`config.mk`:
```
export PLATFORM = sky130hd
export DESIGN_NAME = time_set_editor
export DESIGN_NICKNAME = d
export VERILOG_FILES = /design/src/rtl/time_set_editor.sv
export SDC_FILE = /design/constraint.sdc
export NUM_CORES = 1
export LEC_CHECK = 0
export ABC_AREA = 1
export CAP_MARGIN = 20
export CORE_ASPECT_RATIO = 0.9
export CORE_MARGIN = 1.5
export CORE_UTILIZATION = 55
export DETAILED_ROUTE_END_ITERATION = 16
export PLACE_DENSITY_LB_ADDON = 0.08
export SLEW_MARGIN = 20
export SYNTH_ARGS = -nofsm -noshare
export SYNTH_HDL_FRONTEND = slang
export SYNTH_SLANG_ARGS = --single-unit
```
`constraint.sdc`:
```
create_clock -name clk -period 2.8 [get_ports clk]
set_input_delay 0.56 -clock clk [delete_from_list [all_inputs] [get_ports clk]]
set_output_delay 0.56 -clock clk [all_outputs]
set_load 0.05 [all_outputs]
```
`src/rtl/time_set_editor.sv`:
```
// rtl/time_set_editor.sv - MM:SS preset editor with digit cursor, per-digit BCD limits and cursor blink.
module time_set_editor #(
  parameter int BLINK_DIV = 25_000_000
) (
  input  logic        clk,
  input  logic        rst,
  input  logic        set,
  input  logic        up,
  input  logic        down,
  input  logic        left,
  input  logic        right,
  input  logic [15:0] time_in,
  output logic [15:0] digits,
  output logic [1:0]  cursor,
  output logic [3:0]  blank,
  output logic        editing,
  output logic        load
);

  localparam int CW = (BLINK_DIV > 2) ? $clog2(BLINK_DIV) : 1;
  localparam logic [CW-1:0] CNT_MAX = CW'(BLINK_DIV - 1);

  typedef enum logic {IDLE, EDIT} state_t;

  state_t        state, state_n;
  logic [15:0]   digits_n;
  logic [1:0]    cursor_n;
  logic [CW-1:0] cnt, cnt_n;
  logic          phase, phase_n;
  logic          load_n;
  logic [3:0]    sel, sel_n, lim;
  logic          any_pulse;

  function automatic logic [3:0] clamp(input logic [3:0] v, input logic [3:0] l);
    return (v > l) ? l : v;
  endfunction

  always_ff @(posedge clk or posedge rst) begin
    if (rst) begin
      state  <= IDLE;
      digits <= 16'h0000;
      cursor <= 2'd0;
      cnt    <= '0;
      phase  <= 1'b0;
      load   <= 1'b0;
    end else begin
      state  <= state_n;
      digits <= digits_n;
      cursor <= cursor_n;
      cnt    <= cnt_n;
      phase  <= phase_n;
      load   <= load_n;
    end
  end

  always_comb begin
    state_n   = state;
    digits_n  = digits;
    cursor_n  = cursor;
    cnt_n     = cnt;
    phase_n   = phase;
    load_n    = 1'b0;
    lim       = cursor[0] ? 4'd5 : 4'd9;
    sel       = digits[{cursor, 2'b00} +: 4];
    sel_n     = sel;
    any_pulse = up | down | left | right;

    case (state)
      IDLE: begin
        cnt_n   = '0;
        phase_n = 1'b0;
        if (set) begin
          state_n  = EDIT;
          digits_n = {clamp(time_in[15:12], 4'd5), clamp(time_in[11:8], 4'd9),
                      clamp(time_in[7:4], 4'd5),   clamp(time_in[3:0], 4'd9)};
          cursor_n = 2'd0;
        end
      end
      EDIT: begin
        if (!set) begin
          // Exit takes priority over any pulse seen in the same cycle.
          state_n = IDLE;
          load_n  = 1'b1;
          cnt_n   = '0;
          phase_n = 1'b0;
        end else begin
          if (up && !down)
            sel_n = (sel == lim) ? 4'd0 : 4'(sel + 4'd1);
          else if (down && !up)
            sel_n = (sel == 4'd0) ? lim : 4'(sel - 4'd1);
          digits_n[{cursor, 2'b00} +: 4] = sel_n;

          if (left && !right)
            cursor_n = 2'(cursor + 2'd1);
          else if (right && !left)
            cursor_n = 2'(cursor - 2'd1);

          // Restart the blink on any key so the selected digit shows at once.
          if (any_pulse) begin
            cnt_n   = '0;
            phase_n = 1'b0;
          end else if (cnt == CNT_MAX) begin
            cnt_n   = '0;
            phase_n = ~phase;
          end else begin
            cnt_n = CW'(cnt + 1'b1);
          end
        end
      end
      default: state_n = IDLE;
    endcase
  end

  always_comb begin
    editing = (state == EDIT);
    blank   = phase ? (4'b0001 << cursor) : 4'b0000;
  end

endmodule

```
==> results.toml <==
[synth]
synthFlopType = "dfrtp_1"
syn_area_um2 = 3080
ys_seq_area_frac = 0.374
synth_cells = 429
synth_seq_cells = 46
async_reset_ff_frac = 1.00
avgSynthCellArea_um2 = 7.17
ys_warn_count = 0
synth_edf_count = 0
syn_nets = 463
synth_cell_type_count = 38

[placement]
gp_congestion = 0.930
placed_cell_area_um2 = 3600
hpwl_um = 5650
port_buffers = 46

[cts]
cts_buffers = 5
post-cts-setup-buffer-count = 0
cts_buffer_depth = 2
ctsHoldBuffers = 0
cts_tree = "built"
cts_sinks = 46
h-tree-depth = 2
ctsResizeCount = 0
cts_root_buffer = "clkbuf_8"
clk_pin_slew_ns = 0.10
clock_latency_ns = 0.31

[final_layout]
fillers = 470
final_cell_mix = "nand2_1, inv_1, nor2_1"
layout-drive-gt1-share = 0.0854
layout_commonest_cell = "nand2_1"
final_cell_area_um2 = 3710
nets = 513
diodes = 0
area_growth_pct = 20.5

[timing]
setup_viol = 0
worst_pin_slew_ns = 0.528
fmax_mhz = 401
final.setup.tns_ns = 0
drv_slew = 0
hold_viol_final = 0
fin_crit_ns = 2.49
slew_headroom = 0.647
rsz0062_at_grt = "no"
fin_skew_ns = 0.00912
period_share = 0.890

[power_and_ir_drop]
power_mw = 2.29
peakVddDrop_mv = 0.422
swShare = 0.424
leakage_nw = 1.70
power.switching_uw = 971
combPwrFrac = 0.441
intPower_mw = 1.32
seqPwrFrac = 0.337
p_per_area_nw_per_um2 = 618
power_frac_clock = 0.222

[global_routing]
grt_max_degree = 24
grt_usage = 0.261
gr-total-overflow = 0
grt_pass1_vias = 2588
grt_pass1_wl_um = 12100
antenna_found_initial = 0

[critical_path]
crit_path_end_kind = "primary output"
worst-path-buf-inv = 3
r2r-start = "cursor[0]"
arrival_ns = 1.93
critPathLaunchType = "register"
critPathKind = "register to primary output"
cp_cell_sequence = "inv_6 > ha_1 > nand2_1 > inv_1 > clkdlybuf4s50_1"
crit_path_max_incr_delay_ns = 0.79
r2r_cells = 14
cpMaxStageDelayCell = "clkdlybuf4s50_1"
r2r_setup_slack_ns = 0.47
crit_family = "buffers and inverters"
worst_ep_required_time_ns = 2.24
r2r_end = "digits[12]"
crit_fanout = 15

[floorplanning]
core_um2 = 5320
rows = 25
die_h_um = 73.9
die_x_um = 81.8
start_util = 0.578
io_pins = 47
dieArea_um2 = 6050

[hold_path]
hold_path.class = "register to register"
hold-path-endpoint = "cnt[0]"
hp-start = "cnt[0]"
hold_depth = 1

[routing]
ant_nets = 0
drcViolationCount = 0
via_count = 2978
drt_iter0_markers = 250
first_pass_iters = 5
via_per_inst = 5.44
wirelength_um = 7400
wl_per_cell_um = 13.5

[flow_run]
max-cap-violations = 0

[status]
status = "finished, final reports clean"
Yosys cell counts, types with 4 or more instances:
master / count / share of area
inv_1: 74 / 0.090
nor2_1: 49 / 0.060
o21ai_0: 15 / 0.024
a21oi_2: 5 / 0.014
dfrtp_1: 46 / 0.37
nor3_1: 19 / 0.031
nand4_1: 15 / 0.031
xor2_1: 4 / 0.011
a21oi_1: 29 / 0.047
ha_1: 11 / 0.045
a31oi_1: 10 / 0.020
buf_2: 4 / 0.0065
nand2_1: 75 / 0.092
nand2_2: 6 / 0.012
nand3_1: 34 / 0.055
per-stage QoR:
| step | util | setup WS, ns | hold slack, ns | instances |
|---|---|---|---|---|
| after floorplan | - | 0.530 | 0.455 | 429 |
| after global routing | 0.697 | 0.223 | 0.525 | 547 |
| final | 0.697 | 0.307 | 0.487 | 547 |
| after CTS | 0.697 | 0.295 | 0.490 | 547 |
| after global placement | 0.676 | 0.548 | 0.472 | 539 |
| after detailed placement | 0.676 | 0.460 | 0.478 | 539 |
cell type report:
class,count,area [µm²],share of cell area
Multi-Input combinational cell,296,1570,0.422
Inverter,78,298,0.0804
Clock inverter,2,37.5,0.0101
Tap cell,67,83.8,0.0226
Clock buffer,6,72.6,0.0196
Sequential cell,46,1150,0.311
Timing Repair Buffer,52,498,0.134
state kept, by name, indices dropped and copies added, names as in the netlist:
register  cells
phase         1
editing       1
cnt          25
digits       16
load          1
cursor        2
metal layers:
layer / vias to the layer above / wire length (µm) / global-route usage
met5: - / 0 / 0
li1: 1490 / - / -
met3: 6 / 578 / 0.0380
met2: 142 / 3030 / 0.366
met1: 1340 / 3760 / 0.426
met4: 0 / 34 / 0.0527
power groups by stage:
stage | clock (mW) | combinational, mW | sequential [mW]
floorplan | 0 | 0.548 | 0.959
global placement | 0 | 0.989 | 0.782
detailed placement | 0 | 0.997 | 0.783
CTS | 0.511 | 1.00 | 0.770
global route | 0.540 | 1.09 | 0.778
finish | 0.509 | 1.01 | 0.771
cells by family after synthesis:
| group | after synthesis | synth area share |
|---|---|---|
| flip-flops | 46 | 0.374 |
| XOR/XNOR | 6 | 0.0171 |
| buffers and inverters | 87 | 0.117 |
| adder cells (fa/ha/maj) | 11 | 0.0448 |
| AND/OR/NAND/NOR | 211 | 0.320 |
| AO/OA/AOI/OAI | 68 | 0.127 |
worst max-delay path by stage:
stage | depth (start not counted) | to | slack (ns) | from
after detailed placement | 7 | cnt[10] | 0.46 | set
after CTS | 4 | blank[2] | 0.29 | cursor[1]
after global routing | 5 | blank[2] | 0.22 | cursor[0]
final | 5 | blank[2] | 0.31 | cursor[0]
after global placement | 10 | digits[3] | 0.55 | up
after floorplan | 15 | digits[3] | 0.53 | cursor[0]
No activity file was read; power rests on OpenSTA's default activity.
